$ cat src/rtl/fifo_unpack_if.sv
// fifo_unpack_if: bundles the FIFO read port and the narrow output stream
// of the unpacker. master = the unpacker, slave = FIFO/consumer side.
interface fifo_unpack_if #(
  parameter int DATA_WIDTH = 32,
  parameter int OUT_WIDTH  = 8
);
  logic                  fifo_empty;
  logic                  fifo_rd_en;
  logic [DATA_WIDTH-1:0] fifo_data;
  logic [OUT_WIDTH-1:0]  out_data;
  logic                  out_valid;
  logic                  out_ready;
  logic                  out_last;
  logic                  busy;

  modport master (
    input  fifo_empty, fifo_data, out_ready,
    output fifo_rd_en, out_data, out_valid, out_last, busy
  );

  modport slave (
    output fifo_empty, fifo_data, out_ready,
    input  fifo_rd_en, out_data, out_valid, out_last, busy
  );
endinterface

$ cat src/rtl/fifo_unpack.sv
// fifo_unpack: pops DATA_WIDTH words from a one-cycle-latency FIFO read
// port and streams them as RATIO chunks of OUT_WIDTH bits on valid/ready.
// A hold slot (word being emitted) plus a prefetch slot keep the output
// busy every cycle across word boundaries.
module fifo_unpack #(
  parameter int DATA_WIDTH = 32,
  parameter int OUT_WIDTH  = 8,
  parameter bit LSB_FIRST  = 1'b1
) (
  input logic           clk,
  input logic           rst,
  fifo_unpack_if.master bus
);
  localparam int RATIO = DATA_WIDTH / OUT_WIDTH;
  localparam int IDX_W = (RATIO > 1) ? $clog2(RATIO) : 1;
  localparam logic [IDX_W-1:0] IDX_LAST = IDX_W'(RATIO - 1);
  localparam logic [IDX_W-1:0] IDX_ONE  = IDX_W'(1);

  logic [DATA_WIDTH-1:0] hold_word_r;
  logic [DATA_WIDTH-1:0] pre_word_r;
  logic                  hold_valid_r;
  logic                  pre_valid_r;
  logic                  rd_pend_r;
  logic [IDX_W-1:0]      idx_r;

  logic [1:0]            occ_s;
  logic                  fire_s;
  logic                  word_done_s;
  logic                  rd_en_s;
  logic [IDX_W-1:0]      chunk_sel_s;
  logic [OUT_WIDTH-1:0]  out_data_s;

  // Occupancy, handshake and pop decision. A pop is allowed while fewer
  // than two words are owned, or at exactly two when one retires now.
  always_comb begin
    occ_s       = {1'b0, hold_valid_r} + {1'b0, pre_valid_r} + {1'b0, rd_pend_r};
    fire_s      = hold_valid_r & bus.out_ready;
    word_done_s = fire_s & (idx_r == IDX_LAST);
    if (rst && !bus.fifo_empty) begin
      rd_en_s = (occ_s < 2'd2) | ((occ_s == 2'd2) & word_done_s);
    end else begin
      rd_en_s = 1'b0;
    end
  end

  // Chunk selection: map the emission index onto the physical chunk.
  always_comb begin
    if (LSB_FIRST) begin
      chunk_sel_s = idx_r;
    end else begin
      chunk_sel_s = IDX_LAST - idx_r;
    end
    out_data_s = {OUT_WIDTH{1'b0}};
    for (int k = 0; k < RATIO; k++) begin
      if (chunk_sel_s == IDX_W'(k)) begin
        out_data_s = hold_word_r[k*OUT_WIDTH +: OUT_WIDTH];
      end else begin
        out_data_s = out_data_s;
      end
    end
  end

  // Output drive: everything except the pop request comes straight from state.
  always_comb begin
    bus.fifo_rd_en = rd_en_s;
    bus.out_valid  = hold_valid_r;
    bus.out_data   = out_data_s;
    bus.out_last   = hold_valid_r & (idx_r == IDX_LAST);
    bus.busy       = (occ_s != 2'd0);
  end

  // Word slots, read-pending flag and chunk index. Read data is captured
  // the cycle after the pop; it never lands on a valid, unconsumed slot.
  always_ff @(posedge clk or negedge rst) begin
    if (!rst) begin
      hold_word_r  <= {DATA_WIDTH{1'b0}};
      pre_word_r   <= {DATA_WIDTH{1'b0}};
      hold_valid_r <= 1'b0;
      pre_valid_r  <= 1'b0;
      rd_pend_r    <= 1'b0;
      idx_r        <= {IDX_W{1'b0}};
    end else begin
      rd_pend_r <= rd_en_s;
      if (word_done_s) begin
        idx_r <= {IDX_W{1'b0}};
        if (pre_valid_r) begin
          // Prefetched word advances; a concurrent capture refills prefetch.
          hold_word_r <= pre_word_r;
          if (rd_pend_r) begin
            pre_word_r <= bus.fifo_data;
          end else begin
            pre_valid_r <= 1'b0;
          end
        end else if (rd_pend_r) begin
          hold_word_r <= bus.fifo_data;
        end else begin
          hold_valid_r <= 1'b0;
        end
      end else begin
        if (fire_s) begin
          idx_r <= idx_r + IDX_ONE;
        end else begin
          idx_r <= idx_r;
        end
        if (rd_pend_r) begin
          if (!hold_valid_r) begin
            hold_word_r  <= bus.fifo_data;
            hold_valid_r <= 1'b1;
          end else begin
            pre_word_r  <= bus.fifo_data;
            pre_valid_r <= 1'b1;
          end
        end else begin
          pre_valid_r <= pre_valid_r;
        end
      end
    end
  end
endmodule

$ cat src/flat_wrapper.sv
// flat-port wrapper written by rule: the top's interface ports become plain ports
module fifo_unpack_flat 
#(
  parameter int DATA_WIDTH = 32,
  parameter int OUT_WIDTH  = 8,
  parameter bit LSB_FIRST  = 1'b1
)
  (clk, rst, bus_fifo_empty, bus_fifo_data, bus_out_ready, bus_fifo_rd_en, bus_out_data, bus_out_valid, bus_out_last, bus_busy);
  fifo_unpack_if #(.DATA_WIDTH(DATA_WIDTH), .OUT_WIDTH(OUT_WIDTH)) bus_i ();
  input logic clk;
  input logic rst;
  input wire logic [$bits(bus_i.fifo_empty)-1:0] bus_fifo_empty;
  input wire logic [$bits(bus_i.fifo_data)-1:0] bus_fifo_data;
  input wire logic [$bits(bus_i.out_ready)-1:0] bus_out_ready;
  output wire logic [$bits(bus_i.fifo_rd_en)-1:0] bus_fifo_rd_en;
  output wire logic [$bits(bus_i.out_data)-1:0] bus_out_data;
  output wire logic [$bits(bus_i.out_valid)-1:0] bus_out_valid;
  output wire logic [$bits(bus_i.out_last)-1:0] bus_out_last;
  output wire logic [$bits(bus_i.busy)-1:0] bus_busy;
  assign bus_i.fifo_empty = bus_fifo_empty;
  assign bus_i.fifo_data = bus_fifo_data;
  assign bus_i.out_ready = bus_out_ready;
  assign bus_fifo_rd_en = bus_i.fifo_rd_en;
  assign bus_out_data = bus_i.out_data;
  assign bus_out_valid = bus_i.out_valid;
  assign bus_out_last = bus_i.out_last;
  assign bus_busy = bus_i.busy;
  fifo_unpack #(.DATA_WIDTH(DATA_WIDTH), .OUT_WIDTH(OUT_WIDTH), .LSB_FIRST(LSB_FIRST)) u_core (.clk(clk), .rst(rst), .bus(bus_i));
endmodule
$ cat config.mk
export PLATFORM = sky130hd
export DESIGN_NAME = fifo_unpack_flat
export DESIGN_NICKNAME = d
export VERILOG_FILES = /design/src/rtl/fifo_unpack_if.sv /design/src/rtl/fifo_unpack.sv /design/src/flat_wrapper.sv
export SDC_FILE = /design/constraint.sdc
export NUM_CORES = 1
export LEC_CHECK = 0
export ABC_AREA = 0
export CORE_MARGIN = 3
export CORE_UTILIZATION = 25
export CTS_BUF_LIST = sky130_fd_sc_hd__clkbuf_8 sky130_fd_sc_hd__clkbuf_16
export CTS_CLUSTER_SIZE = 25
export DETAILED_ROUTE_END_ITERATION = 8
export HOLD_SLACK_MARGIN = 0.15
export PLACE_DENSITY = 0.41
export SLEW_MARGIN = 20
export SYNTH_ARGS = -nofsm -noshare
export SYNTH_HDL_FRONTEND = slang
export SYNTH_SLANG_ARGS = --single-unit
export TNS_END_PERCENT = 20
$ cat constraint.sdc
create_clock -name clk -period 4.2 [get_ports clk]
set_input_delay 0.84 -clock clk [delete_from_list [all_inputs] [get_ports clk]]
set_output_delay 0.84 -clock clk [all_outputs]
set_load 0.1 [all_outputs]
==> metrics.yaml, run 1 <==
status:
  status: "completed"
synthesis:
  syn_area_per_cell_um2: 13.1
  synth_edf_count: 0
  synth_area_leaders: "dfrtp_1 52%, mux2_2 19%, mux2_1 8.1%"
  synth_flop_cell: "dfrtp_1"
  syn_inst: 255
  synth-seq-cells: 69
  synth_cell_type_count: 25
  synthesis.nets: 296
  seq_area_frac_synth_pct: 51.6
  ys_warn_count: 0
  synth.largest_area_cell: "dfrtp_1"
  async_flop_share_pct: 100
  synth_top_area_share_pct: 51.6
  synth_area_um2: 3350
routing:
  drc: 0
  wirelength_um: 7070
  first_iter_violations: 43
  num_vias: 2075
  first_pass_iters: 4
  vias_per_cell: 4.34
  wl_per_cell_um: 14.8
  ant_nets: 0
clock_network:
  clk_pin_slew_ps: 50
  postCtsHoldBufs: 0
  cts_setup_buffers: 0
  cts_sinks: 69
  cts_max_path_buffers: 2
  clock_latency_ps: 320
  cts_made_buffers: 9
  htreeDepth: 3
  cts_tree: "done"
  post_cts_resized: 0
  root_buffer: "clkbuf_16"
grt:
  grt_max_degree: 70
  grt_usage_pct: 10.5
  overflow: 0
  antenna_found_initial: 0
  grt_pass1_vias: 2181
  grt_pass1_wl_um: 11800
finish:
  layout_commonest_cell: "dfrtp_1"
  multi_input_area_um2: 1510
  fill_cells: 1320
  synthToLayoutAreaGrowth_pct: 27.4
  final_cell_mix: "69 x dfrtp_1, 58 x mux2_2, 35 x clkdlybuf4s50_1, 24 x mux2_1, 17 x a21oi_1"
  register_area_um2: 1730
  nets: 343
  fin_cells: 478
  postLayoutCellArea_um2: 4270
  drive_above_1_share_pct: 29.7
  diodes: 0
timing:
  skew_ps: 4.56
  timing.final.hold_violations: 0
  finalCriticalPeriod_ps: 3060
  slew_headroom_pct: 35.4
  timing.final.crit_share_pct: 72.9
  finalMaxSlewViolations: 0
  final-setup-viol-count: 0
  tns_ps: 0
  rsz0062_at_grt: "false"
  worstMarginPinSlew_ps: 966
  fmax_mhz: 327
floorplan:
  io-pin-count: 48
  rows: 41
  initial_utilization_pct: 26.0
  coreArea_um2: 12900
  die_h_um: 122
  fp.dieArea_um2: 14800
  die_w_um: 122
worst_setup_path:
  worstPathMaxFanout: 4
  rr_worst_depth: 5
  crit_type: "primary input to output port"
  cp_data_required_time_ps: 3360
  end_kind: "output port"
  cp.arrival_ps: 2220
  reg2reg_setup_slack_ps: 1850
  critPathLaunchType: "primary input"
place:
  gp_congestion: 0.701
  portBuffers: 47
  dpl_cell_area_um2: 3970
  dp.cells: 463
  dp_hpwl_um: 4630
min_path:
  whs_path_depth: 1
  hp-class: "flip-flop to flip-flop"
flow_run:
  cap_violations: 0
==> path summary, 6_finish.rpt <==
kind                                                    from                                  to
min in group asynchronous                                rst   u_core.pre_word_r[16]$_DFFE_PN0P_
hold reg to reg            u_core.pre_word_r[29]$_DFFE_PN0P_   u_core.pre_word_r[29]$_DFFE_PN0P_
setup / recovery                               bus_out_ready                      bus_fifo_rd_en
max in group asynchronous                                rst  u_core.hold_word_r[19]$_DFFE_PN0P_
hold / removal             u_core.pre_word_r[29]$_DFFE_PN0P_   u_core.pre_word_r[29]$_DFFE_PN0P_
setup reg to reg           u_core.chunk_sel_s[0]$_DFFE_PN0P_  u_core.hold_word_r[10]$_DFFE_PN0P_
==> cells by family (layout without fill, tap and decap cells) <==
family	after synthesis	in the layout	share of synthesized area (%)
flip-flops	69	69	51.6
buffers and inverters	26	77	4.00
multiplexers	98	98	32.3
adder cells (fa/ha/maj)	5	5	2.09
AND/OR/NAND/NOR	19	19	3.10
AO/OA/AOI/OAI	38	38	6.91
==> final cells by class <==
class | count | share of cell area [%]
clock inverter | 4 | 0.968
sequential | 69 | 40.5
tap | 172 | 5.04
inverter | 10 | 0.880
timing repair buffer | 52 | 11.4
multi-input combinational | 160 | 35.3
clock buffer | 11 | 5.92
==> synthesized netlist by cell type, drive strengths merged (2+ instances only) <==
library cell	n
buf	10
nand3	2
nand2	11
a21oi	18
dfrtp	69
ha	4
a22o	8
clkbuf	6
o21ai	11
mux2i	16
inv	10
mux2	82
==> per-layer routing <==
metal / vias up / global-route usage [%] / part of all wire (%)
met3: 8 / 3.20 / 3.5
met1: 1035 / 13.8 / 47
met4: 0 / 3.99 / 1.4
li1: 999 / - / -
met2: 33 / 16.2 / 48
met5: - / 0 / 0
==> worst max-delay path: stages <==
cell             delay (ps)
clkdlybuf4s50_1         560
nand3_1                 150
o21ai_0                 180
and3b_1                 190
buf_4                   290
==> through the flow <==
step,worst slack [ps],hold slack (ps),utilization [%]
floorplan,925,457,-
detailed placement,1130,478,30.9
CTS,1110,490,33.1
global placement,1160,468,30.9
finish,1140,480,33.1
global route,1040,508,33.1
==> flip-flops by register name, summed over array words and instances, names as in the netlist <==
register              count
u_core.hold_word_r       32
u_core.bus.out_valid      1
u_core.pre_valid_r        1
u_core.pre_word_r        32
u_core.chunk_sel_s        2
u_core.rd_pend_r          1
Power of run 1 is left out: the tool's default activity adds up to more than one toggle a clock period on the data nets, which glitch-free logic cannot reach.
==> run 2: changes to the inputs <==
--- a/config.mk
+++ b/config.mk
@@ -12,7 +12,7 @@
 export CTS_CLUSTER_SIZE = 25
 export DETAILED_ROUTE_END_ITERATION = 8
 export HOLD_SLACK_MARGIN = 0.15
-export PLACE_DENSITY = 0.41
+export PLACE_DENSITY = 0.42
 export SLEW_MARGIN = 20
 export SYNTH_ARGS = -nofsm -noshare
 export SYNTH_HDL_FRONTEND = slang
==> constraint.sdc (replaced) <==
create_clock -name clk -period 2.8 [get_ports clk]
set_input_delay 0.56 -clock clk [delete_from_list [all_inputs] [get_ports clk]]
set_output_delay 0.56 -clock clk [all_outputs]
set_load 0.1 [all_outputs]
==> run 2 against run 1 <==
  * Register-to-register slack worse by 1100 ps
  * Setup slack worse by 940 ps
  * Sequential share of layout area decreased by 2.2 points
  * Die area unchanged
  * Sequential cell count unchanged
  * Final cell count is 1.3% higher
  * Critical path depth rose by 1
  * Clock skew shrank 1.4 ps
  * Critical path type is now flip-flop to output port
  * Critical endpoint is now bus_out_data[4]
==> metrics.yaml, run 2 (same netlist as run 1, synthesis figures left out) <==
grt:
  grt_pass1_wl_um: 12200  # was 11800 um
  overflow: 0  # unchanged
  grt_max_degree: 70  # unchanged
  grt_usage_pct: 10.9  # was 10.5%
  grt_pass1_vias: 2317  # was 2181
  antenna_found_initial: 0  # unchanged
worst_setup_path:
  crit_chain: "inv_1, ha_1, a21oi_1, o21ai_0, a22o_1, buf_12"  # was clkdlybuf4s50_1, nand3_1, o21ai_0, and3b_1, buf_4
  crit_type: "flip-flop to output port"  # was primary input to output port
  critical-path-slowest-cell: "ha_1"  # was clkdlybuf4s50_1
  cp.arrival_ps: 2040  # was 2220 ps
  cp_data_required_time_ps: 2240  # was 3360 ps
  worstPathMaxFanout: 16  # was 4
  crit_path_max_incr_delay_ps: 490  # was 560 ps
  critPathTopFamily: "compound AO/OA/AOI/OAI gates"  # was buffers and inverters
  cp_num_buf_inv: 2  # unchanged
  critPathLaunchType: "flip-flop"  # was primary input
  end_kind: "output port"  # unchanged
routing:
  wirelength_um: 7500  # was 7070 um
  wl_met3_um: 241  # was 246 um
  first_iter_violations: 81  # was 43
  highest_layer: "met4"  # unchanged
  met1_length_um: 3640  # was 3340 um
  wl_per_cell_um: 15.5  # was 14.8 um
  num_vias: 2116  # was 2075
  vias_per_cell: 4.37  # was 4.34
  drc: 0  # unchanged
  wl_met2_um: 3440  # was 3380 um
  first_pass_iters: 3  # was 4
  ant_nets: 0  # unchanged
place:
  dp.cells: 468  # was 463
  gp_congestion: 0.702  # was 0.701
  dp_slack_ps: 354  # was 1130 ps
  dp_hpwl_um: 5060  # was 4630 um
  portBuffers: 47  # unchanged
timing:
  timing.final.ws_setup_ps: 203  # was 1140 ps
  skew_ps: 3.13  # was 4.56 ps
  finalCriticalPeriod_ps: 2600
  finalMaxSlewViolations: 0  # unchanged
  final-setup-viol-count: 0  # unchanged
  holdWs_ps: 487  # was 480 ps
  rsz0062_at_grt: "false"  # unchanged
  timing.final.hold_violations: 0  # unchanged
  fmax_mhz: 385
  slew_headroom_pct: 38.3  # was 35.4%
  timing.final.crit_share_pct: 92.7
  worstMarginPinSlew_ps: 926  # was 966 ps
  tns_ps: 0  # unchanged
finish:
  final_cell_mix: "69 x dfrtp_1, 58 x mux2_2, 34 x clkdlybuf4s50_1, 24 x mux2_1, 17 x a21oi_1"  # was 69 x dfrtp_1, 58 x mux2_2, 35 x clkdlybuf4s50_1, 24 x mux2_1, 17 x a21oi_1
  nets: 348  # was 343
  layout_commonest_cell: "dfrtp_1"  # unchanged
  drive_above_1_share_pct: 32.7  # was 29.7%
  fin_cells: 484  # was 478
  diodes: 0  # unchanged
  fill_cells: 1294  # was 1320
  synthToLayoutAreaGrowth_pct: 34.6  # was 27.4%
clock_network:
  cts_tree: "done"  # unchanged
  post_cts_resized: 0  # unchanged
  cts_max_path_buffers: 2  # unchanged
  postCtsHoldBufs: 0  # unchanged
  clock_latency_ps: 330  # was 320 ps
  cts_made_buffers: 9  # unchanged
  clk_pin_slew_ps: 60  # was 50 ps
  cts_sinks: 69  # unchanged
  htreeDepth: 3  # unchanged
  root_buffer: "clkbuf_16"  # unchanged
  cts_setup_buffers: 0  # unchanged
floorplan:
  coreArea_um2: 12900  # unchanged
  initial_utilization_pct: 26.0  # unchanged
  rows: 41  # unchanged
  io-pin-count: 48  # unchanged
  fp.dieArea_um2: 14800  # unchanged
  die_w_um: 122  # unchanged
  die_h_um: 122  # unchanged
flow_run:
  cap_violations: 0  # unchanged
status:
  status: "completed"  # unchanged
min_path:
  hp-class: "primary input to asynchronous set/reset pin"  # was flip-flop to flip-flop
==> run 2: cell types whose count changed in the layout (fill, tap and decap cells not counted), sizes merged <==
cell	before	now
buf	17	23
bufinv	1	3
clkbuf	11	10
clkdlybuf4s50	35	34
clkinv	0	1
clkinvlp	0	2
inv	13	10
==> run 2: worst paths after layout <==
kind                                              startpoint                            endpoint  slack, ps  depth (start not counted)
max reg2reg                u_core.chunk_sel_s[0]$_DFFE_PN0P_  u_core.hold_word_r[27]$_DFFE_PN0P_        710                          5
min reg2reg                u_core.pre_word_r[23]$_DFFE_PN0P_   u_core.pre_word_r[23]$_DFFE_PN0P_        490                          1
min in group clk           u_core.pre_word_r[23]$_DFFE_PN0P_   u_core.pre_word_r[23]$_DFFE_PN0P_        490                          1
max in group asynchronous                                rst   u_core.pre_word_r[21]$_DFFE_PN0P_       1700                          2
max                        u_core.chunk_sel_s[1]$_DFFE_PN0P_                     bus_out_data[4]        200                          6
min                                                      rst    u_core.pre_word_r[8]$_DFFE_PN0P_        490                          2
==> run 2: area by class of cell <==
class | count | area [um^2] | area share [%]
inverter | 10 | 37.5 | 0.833
clock buffer | 10 | 239 | 5.30
clock inverter | 6 | 110 | 2.44
timing repair buffer | 57 | 673 | 14.9
multi-input combinational | 160 | 1510 | 33.4
sequential | 69 | 1730 | 38.3
tap | 172 | 215 | 4.77
==> run 2: through the flow <==
step	area, um^2	util [%]
final	4510	35.0
after global routing	4510	35.0
after global placement	4160	32.3
after CTS	4510	35.0
after floorplan	3350	-
after detailed placement	4160	32.3
==> run 2: routing by layer <==
metal  global-route usage, %  up-vias
met1                    14.6     1046
met3                    2.27       11
met2                    16.5       40
met4                    5.88        0
li1                        -     1019
met5                       0        -
Power of run 2 is left out for the same reason.
==> run 3: changes to the inputs <==
--- a/config.mk
+++ b/config.mk
@@ -9,6 +9,7 @@
 export CORE_MARGIN = 3
 export CORE_UTILIZATION = 25
 export CTS_BUF_LIST = sky130_fd_sc_hd__clkbuf_8 sky130_fd_sc_hd__clkbuf_16
+export CTS_CLUSTER_DIAMETER = 40
 export CTS_CLUSTER_SIZE = 25
 export DETAILED_ROUTE_END_ITERATION = 8
 export HOLD_SLACK_MARGIN = 0.15
==> results of run 3 <==
No change in the layout: final DEF, timing and power equal those of run 2.
Power of run 3 is left out for the same reason.
